`config.mk`:
```
export PLATFORM = sky130hd
export DESIGN_NAME = jedro_1_decoder_flat
export DESIGN_NICKNAME = d
export VERILOG_FILES = /design/src/rtl/jedro_1_decoder_if.sv /design/src/rtl/jedro_1_decoder.sv /design/src/flat_wrapper.sv
export SDC_FILE = /design/constraint.sdc
export NUM_CORES = 1
export LEC_CHECK = 0
export BUFFER_PORTS_ARGS = -buffer_cell sky130_fd_sc_hd__buf_4
export CAP_MARGIN = 30
export CELL_PAD_IN_SITES_DETAIL_PLACEMENT = 0
export CELL_PAD_IN_SITES_GLOBAL_PLACEMENT = 1
export CORE_MARGIN = 10
export CORE_UTILIZATION = 35
export DETAILED_ROUTE_END_ITERATION = 12
export PLACE_DENSITY = 0.85
export RECOVER_POWER = 100
export SYNTH_ARGS = -nofsm -noshare
export SYNTH_HDL_FRONTEND = slang
export SYNTH_SLANG_ARGS = --single-unit
```
`constraint.sdc`:
```
create_clock -name clk_i -period 1.86 [get_ports clk_i]
set_clock_uncertainty 0.05 [all_clocks]
set_input_delay 0.372 -clock clk_i [delete_from_list [all_inputs] [get_ports clk_i]]
set_output_delay 0.372 -clock clk_i [all_outputs]
set_load 0.005 [all_outputs]
```
`src/rtl/jedro_1_decoder_if.sv`:
```
// Decode-stage bus: fetch-side request, register-file read port and the registered ALU-side result.
// The slave modport is the decoder; the master modport is whatever surrounds it.
interface jedro_1_decoder_if #(
  parameter int unsigned DATA_WIDTH   = 32,
  parameter int unsigned ALU_OP_WIDTH = 4
);
  logic [DATA_WIDTH-1:0]   instr_i;
  logic [DATA_WIDTH-1:0]   pc_i;
  logic                    in_valid_i;
  logic                    in_ready_o;
  logic [4:0]              rf_addr_a_o;
  logic [4:0]              rf_addr_b_o;
  logic [DATA_WIDTH-1:0]   rf_data_a_i;
  logic [DATA_WIDTH-1:0]   rf_data_b_i;
  logic                    flush_i;
  logic                    out_valid_o;
  logic                    out_ready_i;
  logic [ALU_OP_WIDTH-1:0] alu_op_sel_o;
  logic [DATA_WIDTH-1:0]   opa_o;
  logic [DATA_WIDTH-1:0]   opb_o;
  logic [4:0]              rd_addr_o;
  logic                    rd_we_o;
  logic                    illegal_instr_o;

  modport master (
    output instr_i, pc_i, in_valid_i, rf_data_a_i, rf_data_b_i, flush_i, out_ready_i,
    input  in_ready_o, rf_addr_a_o, rf_addr_b_o, out_valid_o, alu_op_sel_o, opa_o, opb_o,
           rd_addr_o, rd_we_o, illegal_instr_o
  );

  modport slave (
    input  instr_i, pc_i, in_valid_i, rf_data_a_i, rf_data_b_i, flush_i, out_ready_i,
    output in_ready_o, rf_addr_a_o, rf_addr_b_o, out_valid_o, alu_op_sel_o, opa_o, opb_o,
           rd_addr_o, rd_we_o, illegal_instr_o
  );
endinterface

```
`src/rtl/jedro_1_decoder.sv`:
```
// RV32I decode stage for OP, OP-IMM, LUI and AUIPC with a single-entry output register.
// Everything else is reported as illegal with a zeroed ADD and no register write.
module jedro_1_decoder #(
  parameter int unsigned DATA_WIDTH   = 32,
  parameter int unsigned ALU_OP_WIDTH = 4
) (
  input logic               clk_i,
  input logic               rstn_i,
  jedro_1_decoder_if.slave  bus
);

  localparam logic [6:0] OpcOp    = 7'b0110011;
  localparam logic [6:0] OpcOpImm = 7'b0010011;
  localparam logic [6:0] OpcLui   = 7'b0110111;
  localparam logic [6:0] OpcAuipc = 7'b0010111;

  logic [6:0] opcode;
  logic [2:0] funct3;
  logic [6:0] funct7;
  logic [4:0] rd;

  logic [DATA_WIDTH-1:0] imm_i;
  logic [DATA_WIDTH-1:0] imm_u;

  logic                    legal;
  logic [ALU_OP_WIDTH-1:0] alu_op_d;
  logic [DATA_WIDTH-1:0]   opa_d;
  logic [DATA_WIDTH-1:0]   opb_d;
  logic                    accept;

  assign opcode = bus.instr_i[6:0];
  assign rd     = bus.instr_i[11:7];
  assign funct3 = bus.instr_i[14:12];
  assign funct7 = bus.instr_i[31:25];

  assign imm_i = {{(DATA_WIDTH-12){bus.instr_i[31]}}, bus.instr_i[31:20]};
  assign imm_u = {bus.instr_i[DATA_WIDTH-1:12], 12'b0};

  assign bus.rf_addr_a_o = bus.instr_i[19:15];
  assign bus.rf_addr_b_o = bus.instr_i[24:20];

  // Flush blocks acceptance so a flushed cycle can never load a new instruction.
  assign bus.in_ready_o = !bus.flush_i && (!bus.out_valid_o || bus.out_ready_i);
  assign accept         = bus.in_valid_i && bus.in_ready_o;

  always_comb begin
    legal    = 1'b0;
    alu_op_d = '0;
    opa_d    = '0;
    opb_d    = '0;
    case (opcode)
      OpcOp: begin
        legal    = (funct7 == 7'b0000000) ||
                   ((funct7 == 7'b0100000) && ((funct3 == 3'b000) || (funct3 == 3'b101)));
        alu_op_d = {bus.instr_i[30], funct3};
        opa_d    = bus.rf_data_a_i;
        opb_d    = bus.rf_data_b_i;
      end
      OpcOpImm: begin
        unique case (funct3)
          3'b001:  legal = (funct7 == 7'b0000000);
          3'b101:  legal = (funct7 == 7'b0000000) || (funct7 == 7'b0100000);
          default: legal = 1'b1;
        endcase
        // Only shifts carry the SRA select in bit 30; elsewhere it is immediate data.
        alu_op_d = {(funct3 == 3'b101) && bus.instr_i[30], funct3};
        opa_d    = bus.rf_data_a_i;
        opb_d    = imm_i;
      end
      OpcLui: begin
        legal = 1'b1;
        opb_d = imm_u;
      end
      OpcAuipc: begin
        legal = 1'b1;
        opa_d = bus.pc_i;
        opb_d = imm_u;
      end
      default: ;
    endcase
    if (!legal) begin
      alu_op_d = '0;
      opa_d    = '0;
      opb_d    = '0;
    end
  end

  always_ff @(posedge clk_i or negedge rstn_i) begin
    if (!rstn_i) begin
      bus.out_valid_o     <= 1'b0;
      bus.alu_op_sel_o    <= '0;
      bus.opa_o           <= '0;
      bus.opb_o           <= '0;
      bus.rd_addr_o       <= '0;
      bus.rd_we_o         <= 1'b0;
      bus.illegal_instr_o <= 1'b0;
    end else begin
      if (bus.flush_i) begin
        bus.out_valid_o <= 1'b0;
      end else if (accept) begin
        bus.out_valid_o <= 1'b1;
      end else if (bus.out_ready_i) begin
        bus.out_valid_o <= 1'b0;
      end
      if (accept) begin
        bus.alu_op_sel_o    <= alu_op_d;
        bus.opa_o           <= opa_d;
        bus.opb_o           <= opb_d;
        bus.rd_addr_o       <= rd;
        bus.rd_we_o         <= legal && (rd != 5'd0);
        bus.illegal_instr_o <= !legal;
      end
    end
  end

endmodule
```
`src/flat_wrapper.sv`:
```
// flat-port wrapper written by rule: the top's interface ports become plain ports
module jedro_1_decoder_flat 
#(
  parameter int unsigned DATA_WIDTH   = 32,
  parameter int unsigned ALU_OP_WIDTH = 4
)
  (clk_i, rstn_i, bus_instr_i, bus_pc_i, bus_in_valid_i, bus_rf_data_a_i, bus_rf_data_b_i, bus_flush_i, bus_out_ready_i, bus_in_ready_o, bus_rf_addr_a_o, bus_rf_addr_b_o, bus_out_valid_o, bus_alu_op_sel_o, bus_opa_o, bus_opb_o, bus_rd_addr_o, bus_rd_we_o, bus_illegal_instr_o);
  jedro_1_decoder_if #(.DATA_WIDTH(DATA_WIDTH), .ALU_OP_WIDTH(ALU_OP_WIDTH)) bus_i ();
  input logic clk_i;
  input logic rstn_i;
  input wire logic [$bits(bus_i.instr_i)-1:0] bus_instr_i;
  input wire logic [$bits(bus_i.pc_i)-1:0] bus_pc_i;
  input wire logic [$bits(bus_i.in_valid_i)-1:0] bus_in_valid_i;
  input wire logic [$bits(bus_i.rf_data_a_i)-1:0] bus_rf_data_a_i;
  input wire logic [$bits(bus_i.rf_data_b_i)-1:0] bus_rf_data_b_i;
  input wire logic [$bits(bus_i.flush_i)-1:0] bus_flush_i;
  input wire logic [$bits(bus_i.out_ready_i)-1:0] bus_out_ready_i;
  output wire logic [$bits(bus_i.in_ready_o)-1:0] bus_in_ready_o;
  output wire logic [$bits(bus_i.rf_addr_a_o)-1:0] bus_rf_addr_a_o;
  output wire logic [$bits(bus_i.rf_addr_b_o)-1:0] bus_rf_addr_b_o;
  output wire logic [$bits(bus_i.out_valid_o)-1:0] bus_out_valid_o;
  output wire logic [$bits(bus_i.alu_op_sel_o)-1:0] bus_alu_op_sel_o;
  output wire logic [$bits(bus_i.opa_o)-1:0] bus_opa_o;
  output wire logic [$bits(bus_i.opb_o)-1:0] bus_opb_o;
  output wire logic [$bits(bus_i.rd_addr_o)-1:0] bus_rd_addr_o;
  output wire logic [$bits(bus_i.rd_we_o)-1:0] bus_rd_we_o;
  output wire logic [$bits(bus_i.illegal_instr_o)-1:0] bus_illegal_instr_o;
  assign bus_i.instr_i = bus_instr_i;
  assign bus_i.pc_i = bus_pc_i;
  assign bus_i.in_valid_i = bus_in_valid_i;
  assign bus_i.rf_data_a_i = bus_rf_data_a_i;
  assign bus_i.rf_data_b_i = bus_rf_data_b_i;
  assign bus_i.flush_i = bus_flush_i;
  assign bus_i.out_ready_i = bus_out_ready_i;
  assign bus_in_ready_o = bus_i.in_ready_o;
  assign bus_rf_addr_a_o = bus_i.rf_addr_a_o;
  assign bus_rf_addr_b_o = bus_i.rf_addr_b_o;
  assign bus_out_valid_o = bus_i.out_valid_o;
  assign bus_alu_op_sel_o = bus_i.alu_op_sel_o;
  assign bus_opa_o = bus_i.opa_o;
  assign bus_opb_o = bus_i.opb_o;
  assign bus_rd_addr_o = bus_i.rd_addr_o;
  assign bus_rd_we_o = bus_i.rd_we_o;
  assign bus_illegal_instr_o = bus_i.illegal_instr_o;
  jedro_1_decoder #(.DATA_WIDTH(DATA_WIDTH), .ALU_OP_WIDTH(ALU_OP_WIDTH)) u_core (.clk_i(clk_i), .rstn_i(rstn_i), .bus(bus_i));
endmodule
```
=== After elaboration in Yosys (flattened, before gate mapping) ===
Index checks and enable logic that the tools add are counted.

* Mux-type cells: 11
* Reduce and logical (&&, ||, !) cells: 18
* Equal/unequal tests: 7

{| class="wikitable"
|+ Operators by type and width
! kind !! count
|-
| case mux 32 bit (3 select lines) || 1
|-
| two-way mux 32 bit || 2
|-
| case mux 32 bit (2 select lines) || 1
|-
| equality test 7 x 6 -> 1 bit (second input constant) || 3
|-
| equality test 7 x 5 -> 1 bit (second input constant) || 2
|-
| case mux 4 bit (2 select lines) || 1
|-
| logical NOT 7 bit || 1
|-
| logical AND 1 bit || 5
|-
| nonzero test 5 bit || 1
|-
| logical OR 1 bit || 4
|-
| two-way mux 4 bit || 1
|-
| OR reduction 2 bit || 2
|-
| equality test 3 x 1 -> 1 bit (second input constant) || 1
|-
| equality test 3 bit (second input constant) || 1
|-
| logical NOT 1 bit || 3
|-
| logical NOT 3 bit || 1
|-
| two-way mux 1 bit || 3
|-
| case mux 1 bit (3 select lines) || 1
|-
| nonzero test 3 bit || 1
|-
| case mux 1 bit (2 select lines) || 1
|}

* Register bits: 76
* Input port bits: 133
* Logic and storage cells: 43

=== Logic depth before layout (Yosys ltp) ===
* Depth in word-level cells: 6
* Mapped depth: 7

=== Least setup slack after synthesis ===
No wires, ideal clock.

* Path type: input port to flip-flop
* Start point: input port bus_instr_i[31]
* End point: register u_core.bus.opa_o[0]
* Arrival: 1751 ps
* Slack: -45 ps
* Path buffers: 2
* Library setup time: 104 ps
* Stages: 6
* Path through: or4_1 o32ai_2 nand3_2 buf_6 buf_6 o41ai_2

* Word-level cells in the longest chain between the ends: 5
* Elaborated cells on any way between the ends: 8
* Those cells by class: 1 x eq/ne; 3 x mux; 4 x reduce/logical

{| class="wikitable"
|+ RTL lines
! item !! RTL line !! source
|-
| start, declared || flat_wrapper.sv:11 || <nowiki>input wire logic [$bits(bus_i.instr_i)-1:0] bus_instr_i;</nowiki>
|-
| equality test 7 x 6 -> 1 bit or logical NOT 7 bit (tied branches) || -- ||
|-
| logical OR 1 bit or logical AND 1 bit (tied branches) || jedro_1_decoder.sv:62, jedro_1_decoder.sv:54 ||
|-
| case mux 1 bit (2 select lines) or logical OR 1 bit (tied branches) || jedro_1_decoder.sv:60, jedro_1_decoder.sv:53 ||
|-
| case mux 1 bit (3 select lines) (*) || jedro_1_decoder.sv:51 || <nowiki>case (opcode)</nowiki>
|-
| two-way mux 32 bit (*) || jedro_1_decoder.sv:81 || <nowiki>if (!legal) begin</nowiki>
|-
| end signal, assigned || jedro_1_decoder.sv:107 || <nowiki>bus.opa_o <= opa_d;</nowiki>
|-
| end, declared || jedro_1_decoder_if.sv:33 || <nowiki>output in_ready_o, rf_addr_a_o, rf_addr_b_o, out_valid_o, alu_op_sel_o, opa_o, opb_o,</nowiki>
|}

Every way passes the cells marked *; elsewhere a longest branch is shown, timed or not.
A chain may end at the register's enable or synchronous reset.

=== Worst setup path in the final report ===
* Start point: input port bus_instr_i[31]
* End point: register u_core.bus.opb_o[9]

* Word-level cells in the longest chain between the ends: 5
* Elaborated cells on any way between the ends: 8
* Those cells by class: 1 x eq/ne; 3 x mux; 4 x reduce/logical

{| class="wikitable"
|+ RTL lines
! item !! RTL line !! source
|-
| equality test 7 x 6 -> 1 bit or logical NOT 7 bit (tied branches) || -- ||
|-
| logical OR 1 bit or logical AND 1 bit (tied branches) || jedro_1_decoder.sv:62, jedro_1_decoder.sv:54 ||
|-
| case mux 1 bit (2 select lines) or logical OR 1 bit (tied branches) || jedro_1_decoder.sv:60, jedro_1_decoder.sv:53 ||
|-
| case mux 1 bit (3 select lines) (*) || jedro_1_decoder.sv:51 ||
|-
| two-way mux 32 bit (*) || jedro_1_decoder.sv:81 ||
|-
| end signal, assigned || jedro_1_decoder.sv:108 || <nowiki>bus.opb_o <= opb_d;</nowiki>
|-
| end, declared || jedro_1_decoder_if.sv:33 ||
|}

Marked as above.

==> results.rst <==
.. list-table::
   :header-rows: 1

   * - Metric
     - Value
   * - Status
     - complete, no violations
   * - Sequential area share after synthesis
     - 42.0%
   * - Antenna violations before repair
     - 0
   * - Category of the worst setup path launch point
     - input port
   * - Unrepaired setup endpoints after global routing
     - yes
   * - Post-route antenna net violation count
     - 0
   * - Yosys top cell by area
     - dfrtp_1
   * - Count of input and output buffers
     - 219
   * - Critical path type
     - input port to register
   * - Vertical die dimension
     - 134 µm
   * - Root buffer cell
     - clkbuf_16
   * - Number of hold violations in the final report
     - 0
   * - Ys flop type
     - dfrtp_1
   * - CTS buffer count
     - 9
   * - Cell row count
     - just over 40
   * - Critical Path End Type
     - register
   * - Largest net degree at the start of global routing
     - 77
   * - Delay-heaviest family, CP
     - simple AND/OR/NAND/NOR gates
   * - Count of routing violations after the opening detailed-route iteration
     - 287
   * - Cells after synthesis
     - just over 400
   * - Worst hold path class
     - input port to register
   * - Worst EP arrival
     - approximately 2000 ps
   * - Number of levels the H-tree was split into
     - 3
   * - Global Route Usage Sum
     - 18.6%
   * - Number of remaining DRC errors
     - 0
   * - Share of cells above drive strength 1
     - 46.0%
   * - Slew at the pin closest to its max-slew limit
     - around 1100 ps
   * - Routed length per instance
     - 21.7 µm
   * - Clock network latency to the later pin of the worst-skew pair
     - around 320 ps
   * - Wire length of the first global-routing pass
     - 26.8 mm
   * - TritonCTS clock tree
     - done
   * - Post-synth top area share
     - 42.0%
   * - Via density
     - 5.50
   * - Area growth from synthesis to layout
     - 42.6%
   * - Most used standard cell by instance count after synthesis
     - dfrtp_1
   * - Crit path setup slack, layout
     - 17.7 ps
   * - Placer's final routability congestion estimate
     - 0.834
   * - Max-slew violation count
     - 0
   * - Mean cell area of the mapped netlist
     - about 11 µm²
   * - Detailed-route via count
     - 4,348
   * - Number of synthesized flops with an enable pin
     - 0
   * - Sink Count
     - 76
   * - GRT Residual Overflow
     - 0
   * - Total of hold buffers inserted after clock tree synthesis
     - 0
   * - Worst-path clk slew
     - about 60 ps
   * - Count of endpoints failing setup in the final report
     - 0
   * - Fraction of registers with async set/reset
     - 100%
   * - Total power of the final layout
     - 4.20 mW
   * - Crit path cell chain
     - buf_4 > or4_4 > o32ai_4 > nand3_4 > buf_12 > o41ai_2
   * - Initial Utilization
     - a little over a third
   * - Bufs on Longest Clock Path
     - 2
   * - Area enclosed by the die boundary
     - around 18,000 µm²
   * - Slew HR
     - 26.4%
   * - Placeable core region
     - ~13,000 µm²
   * - Count of max-cap constraint violations
     - 0
   * - Static leakage
     - 3.16 nW
   * - Number of global-route vias before repair
     - ~4,700
   * - Post-CTS setup-driven buffer insertion count
     - 0
   * - Ports placed on the boundary
     - 220
   * - Reg-to-reg slack, setup
     - 210 ps
   * - Highest achievable clock rate
     - 543 MHz
   * - Max stage delay cell, worst path
     - or4_4
   * - Total wire length after detailed routing
     - 17.1 mm
   * - Worst VDD drop
     - 0.498 mV
   * - Mapped cell area
     - approximately 4500 µm²
   * - Minimum setup slack after placement
     - -318 ps
   * - Pwr Density
     - between 600 and 700 nW/µm²
   * - Final worst path period need
     - 1840 ps
   * - Final instance area
     - 6460 µm²
   * - Worst EP required
     - 2030 ps
   * - Stage delay of the slowest cell on the critical path
     - 540 ps
   * - Count of buffering cells on the critical path with inverters included
     - 2
   * - Total of flip-flops plus latches after synthesis
     - 76
   * - Yosys synthesis warning count
     - 0
   * - Horizontal die dimension
     - around 130 µm
   * - Critical Path Fanout Max
     - 26
   * - Final HPWL from detailed placement
     - 12.7 mm
   * - Number of detailed-route iterations in the first pass
     - 5
   * - Final Cycle Share
     - 99.0%
   * - Net count after synthesis
     - 547
   * - Post-cts gate resize count
     - 0
   * - Distinct cell type count of the synthesized netlist
     - 32
   * - Most instantiated cells after synthesis
     - dfrtp_1 (76), o41ai_2 (57), clkbuf_1 (38)
   * - Total cell area at the placement stage
     - 6470 µm²
   * - Nets
     - between 700 and 800
   * - Count of inserted antenna diode cells
     - 0
   * - Most area-consuming cells after synthesis
     - dfrtp_1 (42%), o41ai_2 (20%), a32oi_1 (6.2%), a41oi_1 (3.7%), a21boi_0 (3.2%)
-- sequential cells by signal (all words and copies together) (netlist names) --
signal / cells
u_core.bus.rd_addr_o: 5
u_core.bus.illegal_instr_o: 1
u_core.bus.rd_we_o: 1
u_core.bus.out_valid_o: 1
u_core.bus.opa_o: 32
u_core.bus.alu_op_sel_o: 4
u_core.bus.opb_o: 32
-- cells by family (layout without fill, tap and decap cells) --
family          count (synthesis)  count (layout)  synth area share, %
simple gates                   65              65                 6.99
buf+inv                        97             302                 9.67
compound gates                164             164                 38.6
mux                            12              12                 2.68
flops                          76              76                 42.0
-- power breakdown --
part / leakage, nW / internal [mW] / switching [mW]
logic: 1.97 / 0.342 / 0.377
registers: 1.05 / 1.68 / 0.0174
clock network: 0.150 / 1.05 / 0.726
total: 3.16 / 3.07 / 1.12
-- final cells by class --
class	count	area (µm²)
repair buffers	251	1870
well taps	172	215
clock buffers	9	225
inverters	35	131
multi-input cells	241	2040
flip-flops and latches	76	1900
clock inverters	7	75.1
fillers	1218	6160
-- per-stage QoR --
step | hold slack, ps | instances | util (%) | setup TNS, ps
after CTS | 19.1 | 791 | 53.6 | 0
final | 162 | 791 | 51.2 | 0
after detailed placement | 385 | 775 | 51.2 | -15980
after floorplan | 26.4 | 414 | - | -829
after global routing | 163 | 791 | 51.2 | -75.5
after global placement | 376 | 775 | 51.2 | -13800
-- layout by cell type, fill, tap and decap left out, types with 6 or more instances in the layout --
cell type,count
o31ai_1,10
nor2b_1,6
buf_12,8
a21boi_0,19
a41oi_1,19
buf_4,154
clkbuf_16,9
o41ai_2,33
o41ai_1,25
a32oi_1,32
dfrtp_1,76
nand2_1,33
mux2i_1,11
inv_1,35
or2_2,9
clkbuf_1,30
clkbuf_4,58
a21oi_1,21
-- path summary, 6_finish.rpt --
path	start	to	cells past startpoint
max	bus_instr_i[31]	u_core.bus.opb_o[9]	6
min	bus_flush_i	u_core.bus.out_valid_o	2
max reg2reg	u_core.bus.out_valid_o	u_core.bus.opb_o[31]	6
min reg2reg	u_core.bus.opb_o[3]	u_core.bus.opb_o[3]	2
max in group asynchronous	rstn_i	u_core.bus.opa_o[1]	2
min in group asynchronous	rstn_i	u_core.bus.rd_addr_o[4]	2
-- routing by layer --
layer / part of all wire (%) / global-route usage [%]
met1: 39 / 21.8
met2: 52 / 32.4
met5: 0 / 0
met4: 1.8 / 6.23
met3: 6.2 / 4.55
Note: power is estimated with default switching activity, not from simulation.
